$ cat src/rtl/spi_alu_master_gen.sv
// SPI mode-0 master for the SPI ALU link: shifts out opcode, op_a, op_b
// and reads back a DATA_W+1-bit result behind a start/busy/done handshake.
module spi_alu_master_gen #(
  parameter int DATA_W    = 8,
  parameter int OP_W      = 3,
  parameter int CLK_DIV   = 4,
  parameter bit MSB_FIRST = 1'b1
) (
  input  logic              clk,
  input  logic              rst,
  input  logic              start,
  input  logic [OP_W-1:0]   opcode,
  input  logic [DATA_W-1:0] op_a,
  input  logic [DATA_W-1:0] op_b,
  output logic              busy,
  output logic              done,
  output logic [DATA_W:0]   result,
  output logic              sclk,
  output logic              cs_n,
  output logic              mosi,
  input  logic              miso
);
  localparam int NTX = OP_W + 2 * DATA_W;
  localparam int NRX = DATA_W + 1;
  localparam int NB  = NTX + NRX;
  localparam int DW  = (CLK_DIV > 1) ? $clog2(CLK_DIV) : 1;
  localparam int BW  = $clog2(NB + 1);
  localparam logic [DW-1:0] DIV_MAX = DW'(CLK_DIV - 1);
  localparam logic [BW-1:0] TX_LAST = BW'(NTX - 1);
  localparam logic [BW-1:0] RX_LAST = BW'(NB - 1);

  typedef enum logic [2:0] {
    IDLE, SETUP, TX, RX, GUARD, DONE
  } state_t;

  state_t          state, state_d;
  logic [DW-1:0]   div, div_d;
  logic [BW-1:0]   bitc, bitc_d;
  logic [NTX-1:0]  tx_sr, tx_sr_d;
  logic [NRX-1:0]  rx_sr, rx_sr_d;
  logic [NRX-1:0]  result_d;
  logic            busy_d, done_d;
  logic            sclk_d, cs_n_d, mosi_d;
  logic [OP_W-1:0]   op_ord;
  logic [DATA_W-1:0] a_ord, b_ord;
  logic            half_end;

  // Fields are pre-reversed for LSB-first so the shifter always sends its MSB.
  always_comb begin
    for (int i = 0; i < OP_W; i++)
      op_ord[i] = MSB_FIRST ? opcode[i] : opcode[OP_W-1-i];
    for (int i = 0; i < DATA_W; i++) begin
      a_ord[i] = MSB_FIRST ? op_a[i] : op_a[DATA_W-1-i];
      b_ord[i] = MSB_FIRST ? op_b[i] : op_b[DATA_W-1-i];
    end
  end

  assign half_end = (div == DIV_MAX);

  always_comb begin
    state_d  = state;
    div_d    = div;
    bitc_d   = bitc;
    tx_sr_d  = tx_sr;
    rx_sr_d  = rx_sr;
    result_d = result;
    busy_d   = busy;
    done_d   = 1'b0;
    sclk_d   = sclk;
    cs_n_d   = cs_n;
    mosi_d   = mosi;
    unique case (state)
      IDLE: begin
        if (start) begin
          state_d = SETUP;
          tx_sr_d = {op_ord, a_ord, b_ord};
          rx_sr_d = '0;
          div_d   = '0;
          bitc_d  = '0;
          busy_d  = 1'b1;
          cs_n_d  = 1'b0;
          mosi_d  = op_ord[OP_W-1];
        end
      end
      SETUP: begin
        div_d = div + 1'b1;
        if (half_end) begin
          div_d   = '0;
          state_d = TX;
        end
      end
      TX, RX: begin
        div_d = div + 1'b1;
        if (half_end) begin
          div_d  = '0;
          sclk_d = ~sclk;
          if (!sclk) begin
            if (state == RX)
              rx_sr_d = MSB_FIRST ? {rx_sr[NRX-2:0], miso}
                                  : {miso, rx_sr[NRX-1:1]};
          end else begin
            bitc_d = bitc + 1'b1;
            if (state == TX) begin
              tx_sr_d = {tx_sr[NTX-2:0], 1'b0};
              mosi_d  = tx_sr[NTX-2];
              if (bitc == TX_LAST) begin
                mosi_d  = 1'b0;
                state_d = RX;
              end
            end else if (bitc == RX_LAST) begin
              state_d = GUARD;
              cs_n_d  = 1'b1;
            end
          end
        end
      end
      GUARD: begin
        div_d = div + 1'b1;
        if (half_end) begin
          div_d    = '0;
          state_d  = DONE;
          done_d   = 1'b1;
          result_d = rx_sr;
        end
      end
      DONE: begin
        state_d = IDLE;
        busy_d  = 1'b0;
        bitc_d  = '0;
      end
      default: state_d = IDLE;
    endcase
  end

  always_ff @(posedge clk or posedge rst) begin
    if (rst) begin
      state  <= IDLE;
      div    <= '0;
      bitc   <= '0;
      tx_sr  <= '0;
      rx_sr  <= '0;
      result <= '0;
      busy   <= 1'b0;
      done   <= 1'b0;
      sclk   <= 1'b0;
      cs_n   <= 1'b1;
      mosi   <= 1'b0;
    end else begin
      state  <= state_d;
      div    <= div_d;
      bitc   <= bitc_d;
      tx_sr  <= tx_sr_d;
      rx_sr  <= rx_sr_d;
      result <= result_d;
      busy   <= busy_d;
      done   <= done_d;
      sclk   <= sclk_d;
      cs_n   <= cs_n_d;
      mosi   <= mosi_d;
    end
  end

endmodule

$ cat config.mk
export PLATFORM = sky130hd
export DESIGN_NAME = spi_alu_master_gen
export DESIGN_NICKNAME = d
export VERILOG_FILES = /design/src/rtl/spi_alu_master_gen.sv
export SDC_FILE = /design/constraint.sdc
export NUM_CORES = 1
export LEC_CHECK = 0
export CORE_ASPECT_RATIO = 1.5
export CORE_MARGIN = 5
export CORE_UTILIZATION = 55
export CTS_BUF_LIST = sky130_fd_sc_hd__clkbuf_8
export CTS_CLUSTER_SIZE = 14
export DETAILED_ROUTE_END_ITERATION = 16
export MAX_ROUTING_LAYER = met4
export PLACE_DENSITY = 0.79
export SLEW_MARGIN = 0
export SYNTH_ARGS = -nofsm -noshare
export SYNTH_HDL_FRONTEND = slang
export SYNTH_SLANG_ARGS = --single-unit
$ cat constraint.sdc
create_clock -name clk -period 2.1 [get_ports clk]
set_input_delay 0.42 -clock clk [delete_from_list [all_inputs] [get_ports clk]]
set_output_delay 0.42 -clock clk [all_outputs]
set_load 0.005 [all_outputs]
==> results_dict.tcl, run 1 <==
set metrics [dict create \
    start_kind "primary input" \
    synth_edf_count 0 \
    pwr-share-clk_pct 35.9 \
    synth_flop_cell "dfrtp_1" \
    viasPerCell 5.72 \
    cellPowerDensity_nw_per_um2 531 \
    synth_cells 205 \
    ys_seq_elements 51 \
    drv_slew 0 \
    synth_warnings 0 \
    die_h_um 92.7 \
    instances_no_fill 297 \
    cts_root_buf "clkbuf_8" \
    routedWlPerCell_um 15.5 \
    placed_cells 289 \
    path_class "in2reg" \
    combPwrFrac_pct 4.3 \
    rows 30 \
    clk_path_buf_depth 2 \
    postCtsSetupRepairBufs 0 \
    core_area_um2 4470 \
    grt_pass1_wl_mm 8.17 \
    yosysTopAreaCell "dfrtp_1" \
    gp_congestion 0.819 \
    internal_power_uw 1270 \
    finalHoldViolCount 0 \
    drive_gt1_share_pct 29.7 \
    maxCapViolCount 0 \
    status "complete, no violations" \
    cellLeakagePower_uw 0.00141 \
    critPathArrivalTime_ps 2010 \
    grt_start_max_net_pins 52 \
    post-route-min-period_ps 1810 \
    numCtsBuffers 5 \
    fin_worst_skew_ps 10.3 \
    cts.repair.resized 0 \
    cts.htree.levels 2 \
    synthArstFlopShare_pct 100 \
    rr_worst_depth 4 \
    cts.sinks 51 \
    clkTransAtPathRegs_ps 100 \
    synth_area_um2 2510 \
    rsz0062_at_grt "no" \
    end_kind "flop" \
    die_w_um 65.1 \
    worstReg2RegStart "state[1]$_DFFE_PP0P_" \
    nNetsFinal 274 \
    routed_wl_mm 4.61 \
    dp_hpwl_mm 3.34 \
    synth.most_common_cell "dfrtp_1" \
    ys_types 38 \
    worst_ep_required_time_ps 2300 \
    area_growth_pct 23.3 \
    min-delay-path-class "in2async" \
    r2r-end "tx_sr[15]$_DFFE_PP0P_" \
    critPathMaxFanout 6 \
    die_area_um2 6040 \
    firstDrtPassIters 4 \
    tightest_slew_ps 486 \
    io_buffers 36 \
    synth_seq_area_share_pct 50.9 \
    rrSetupSlack_ps 300 \
    ys_top_cells_by_area "dfrtp_1 (50%), mux2_2 (22%), mux2i_1 (2.8%)" \
    seq_power_share_pct 59.8 \
    synth_top_area_share_pct 49.9 \
    drc 0 \
    start_util_pct 56.2 \
    vias 1699 \
    post-route-period-util_pct 86.4 \
    first_global_vias 1820 \
    syn_nets 231 \
    clk_latency_ps 310 \
    crit_start "start" \
    cts_tree "yes" \
    antenna-diode-count 0 \
    grt-ovfl-total 0 \
    drtAntennaViolNets 0 \
    ctsHoldBuffers 0 \
    netSwitchingFraction_pct 22.5 \
    slew_headroom_pct 67.1 \
    ir_worst_vdd_mv 0.480 \
    io_pins 37 \
    grt.total_usage_pct 17.8 \
    syn_area_per_cell_um2 12.2 \
    max_freq_mhz 551 \
    drtIter0Drc 58 \
    setup_viol 0 \
    final_util_pct 69.3 \
    holdWs_ps 459 \
    p_sw_uw 371 \
    antenna_found_initial 0 \
    synth_common_cells "dfrtp_1 (50), mux2_2 (49), inv_1 (12)" \
]
[metal layers]
layer | vias up | wire length [um] | track usage (%)
met5 | - | 0 | -
met4 | 0 | 117 | 7.79
met3 | 12 | 169 | 4.00
met2 | 34 | 2460 | 31.3
met1 | 832 | 1870 | 18.9
li1 | 821 | - | -
[registers in the layout, summed over array words and instances (netlist names), 2 cells and up]
| register | count |
|---|---|
| rx_sr | 9 |
| result | 9 |
| state | 3 |
| div | 2 |
| bitc | 5 |
| tx_sr | 18 |
[worst max-delay path by stage]
stage                                  endpoint  slack (ps)  depth (start not counted)
after floorplan            rx_sr[1]$_DFFE_PP0P_         350                          5
after detailed placement   rx_sr[4]$_DFFE_PP0P_         -50                          5
after global routing      tx_sr[13]$_DFFE_PP0P_         200                          4
after global placement     rx_sr[5]$_DFFE_PP0P_         -40                          4
after CTS                  rx_sr[4]$_DFFE_PP0P_         270                          5
final                      rx_sr[1]$_DFFE_PP0P_         290                          4
[critical path, stage by stage]
cell and delay [ps]:
clkdlybuf4s50_1 510, or3b_2 490, a21oi_4 230, mux2_2 360
[cells by family (layout without fill, tap and decap cells)]
group / count (synthesis) / count (layout) / synth area share [%]
mux: 57 / 57 / 25.2
compound gates: 22 / 22 / 7.33
xor+xnor: 2 / 2 / 0.698
simple gates: 46 / 46 / 10.1
buf+inv: 24 / 68 / 4.19
fa+ha+maj: 3 / 3 / 1.50
flops: 51 / 51 / 50.9
[layout make-up]
type	instances	area [um2]
Clock inverter	3	28.8
Timing Repair Buffer	48	488
Fill cell	338	1370
Clock buffer	5	68.8
Tap cell	48	60.1
Inverter	12	45.0
Sequential cell	51	1280
Multi-Input combinational cell	130	1130
[through the flow]
step	setup TNS [ps]	area [um2]	setup slack [ps]	total power (uW)
floorplan	0	2510	354	1020
detailed placement	-363	3000	-54.9	1080
global placement	-155	3000	-38.7	1080
CTS	0	3090	272	1670
global route	0	3090	200	1720
finish	0	3090	286	1640
[cells in the final DEF (no fill, tap or decap), drive strengths merged, types with 2 or more instances in the layout]
master / n
nor2: 9
nand3: 7
a22o: 2
nand2: 9
nand4: 4
xnor2: 2
o2bb2ai: 2
nand3b: 2
o31ai: 3
dfrtp: 50
clkinv: 2
ha: 3
o21ai: 3
o211ai: 2
nand2b: 3
clkdlybuf4s50: 36
or3: 2
mux2: 50
a21oi: 4
buf: 12
mux2i: 7
nand4b: 3
inv: 13
clkbuf: 5
and3: 2
[power by group through the flow]
stage	clock network [uW]	registers, uW	logic (uW)
after floorplan	0	1000	17.2
after global placement	0	1000	73.1
after detailed placement	0	1000	73.1
after CTS	612	984	73.7
after global routing	659	984	78.4
final	590	983	71.2
(Power assumes the default switching activity.)
==> inputs of run 2 (changes only) <==
--- a/config.mk
+++ b/config.mk
@@ -6,9 +6,9 @@
 export NUM_CORES = 1
 export LEC_CHECK = 0
 export CORE_ASPECT_RATIO = 1.5
-export CORE_MARGIN = 5
+export CORE_MARGIN = 1.5
 export CORE_UTILIZATION = 55
-export CTS_BUF_LIST = sky130_fd_sc_hd__clkbuf_8
+export CTS_BUF_LIST = sky130_fd_sc_hd__clkbuf_4
 export CTS_CLUSTER_SIZE = 14
 export DETAILED_ROUTE_END_ITERATION = 16
 export MAX_ROUTING_LAYER = met4
==> constraint.sdc (replaced) <==
create_clock -name clk -period 1.85 [get_ports clk]
set_input_delay 0.37 -clock clk [delete_from_list [all_inputs] [get_ports clk]]
set_output_delay 0.37 -clock clk [all_outputs]
set_load 0.005 [all_outputs]
==> results_dict.tcl, run 2 (synthesis gave the netlist of run 1 again) <==
set metrics [dict create \
    cts.sinks 51 \
    critical_path_depth 1 \
    total_power_uw 1830 \
    crit_buf_inv 1 \
    path_class "reg2out" \
    setup_slack_ps 65.7 \
    firstDrtPassIters 11 \
    drive_gt1_share_pct 32.4 \
    final_util_pct 72.7 \
    cellLeakagePower_uw 0.00144 \
    drtAntennaViolNets 0 \
    slowest_delay_ps 560 \
    top_regs "tx_sr x18, result x9, rx_sr x9" \
    pwr-share-clk_pct 34.5 \
    final_cell_mix "dfrtp_1 (50), mux2_2 (49), clkdlybuf4s50_1 (36)" \
    antenna-diode-count 0 \
    numCtsBuffers 5 \
    end_kind "primary output" \
    drv_slew 0 \
    maxCapViolCount 0 \
    violations "DRC" \
    internal_power_uw 1450 \
    clk_latency_ps 360 \
    largest_reg_flops 18 \
    die_w_um 58.1 \
    grt_start_max_net_pins 20 \
    register_area_um2 1280 \
    cts.htree.levels 2 \
    core_area_um2 4320 \
    tightest_slew_ps 476 \
    vias 1715 \
    cp_top_family "flip-flops" \
    rr_worst_depth 5 \
    nFillCells 310 \
    placed_cells 297 \
    viasPerCell 5.62 \
    combPwrFrac_pct 4.5 \
    antenna_found_initial 0 \
    ir_worst_vdd_mv 0.505 \
    p_sw_uw 379 \
    post-route-min-period_ps 1780 \
    die_h_um 85.7 \
    pre_cts_ws_ps -274 \
    netSwitchingFraction_pct 20.7 \
    instances_no_fill 305 \
    drc 3 \
    start_kind "flop" \
    routed_wl_mm 4.60 \
    top_register "tx_sr" \
    fin_worst_skew_ps 13.0 \
    critPathMaxFanout 2 \
    routedWlPerCell_um 15.1 \
    io_buffers 36 \
    first_global_vias 1817 \
    finalHoldViolCount 0 \
    grt-ovfl-total 0 \
    crit_chain "clkdlybuf4s50_1" \
    grt.total_usage_pct 21.0 \
    grt_pass1_wl_mm 7.93 \
    cts_root_buf "clkbuf_4" \
    slew_headroom_pct 67.8 \
    rows 29 \
    cts_tree "yes" \
    start_util_pct 58.1 \
    cellPowerDensity_nw_per_um2 584 \
    layout_commonest_cell "dfrtp_1" \
    drtIter0Drc 48 \
    worst_ep_required_time_ps 1480 \
    min-delay-path-class "in2async" \
    dp_hpwl_mm 3.43 \
    rsz0062_at_grt "no" \
    critPathArrivalTime_ps 1410 \
    max_freq_mhz 560 \
    status "finished, violations left" \
    postCtsSetupRepairBufs 0 \
    io_pins 37 \
    gp_congestion 0.837 \
    clk_path_buf_depth 2 \
    clkTransAtPathRegs_ps 150 \
    multiInputGateArea_um2 1130 \
    setup_viol 0 \
    cp_slowest_cell "dfstp_2" \
    nNetsFinal 284 \
    die_area_um2 4980 \
    seq_power_share_pct 61.0 \
    area_growth_pct 25.1 \
    post-route-period-util_pct 96.4 \
]
## run 2: power by group through the flow
stage,Sequential (uW),Clock [uW],Combinational (uW)
after global placement,1140,0,83.9
after detailed placement,1140,0,85.1
after CTS,1120,651,85.5
after floorplan,1140,0,19.6
after global routing,1120,698,92.2
final,1120,631,83.0
## run 2: final cells by class
cell class / count / area share [%]
sequential: 51 / 40.7
multi-input combinational: 130 / 36.0
inverter: 12 / 1.43
clock buffer: 5 / 1.20
timing repair buffer: 58 / 17.5
clock inverter: 3 / 1.36
tap: 46 / 1.83
## run 2: final timing paths
path	startpoint	endpoint	slack, ps
max	cs_n$_DFFE_PP1P_	cs_n	70
min	rst	done$_DFF_PP0_	270
max reg2reg	div[0]$_DFFE_PP0P_	tx_sr[14]$_DFFE_PP0P_	140
min reg2reg	mosi$_DFFE_PP0P_	mosi$_DFFE_PP0P_	500
max in group asynchronous	rst	cs_n$_DFFE_PP1P_	1040
min in group clk	mosi$_DFFE_PP0P_	mosi$_DFFE_PP0P_	500
## run 2: repair_timing
action	CTS	global route
setup endpoints to repair	0	18
hold buffers	0	0
gates resized for setup	0	1
## run 2: stage by stage
step | TNS (ps) | area, um2 | hold slack [ps]
finish | 0 | 3140 | 275
global route | 0 | 3140 | 272
CTS | 0 | 3140 | 275
detailed placement | -5280 | 3060 | 476
global placement | -5000 | 3060 | 476
floorplan | 0 | 2510 | 469
## run 2: layer usage
metal  track usage, %  routed length [um]  up-vias
li1                 -                   -      837
met1             22.6                1890      836
met2             37.5                2470       34
met3             4.07                 174        8
met4             7.82                  68        0
met5                -                   0        -
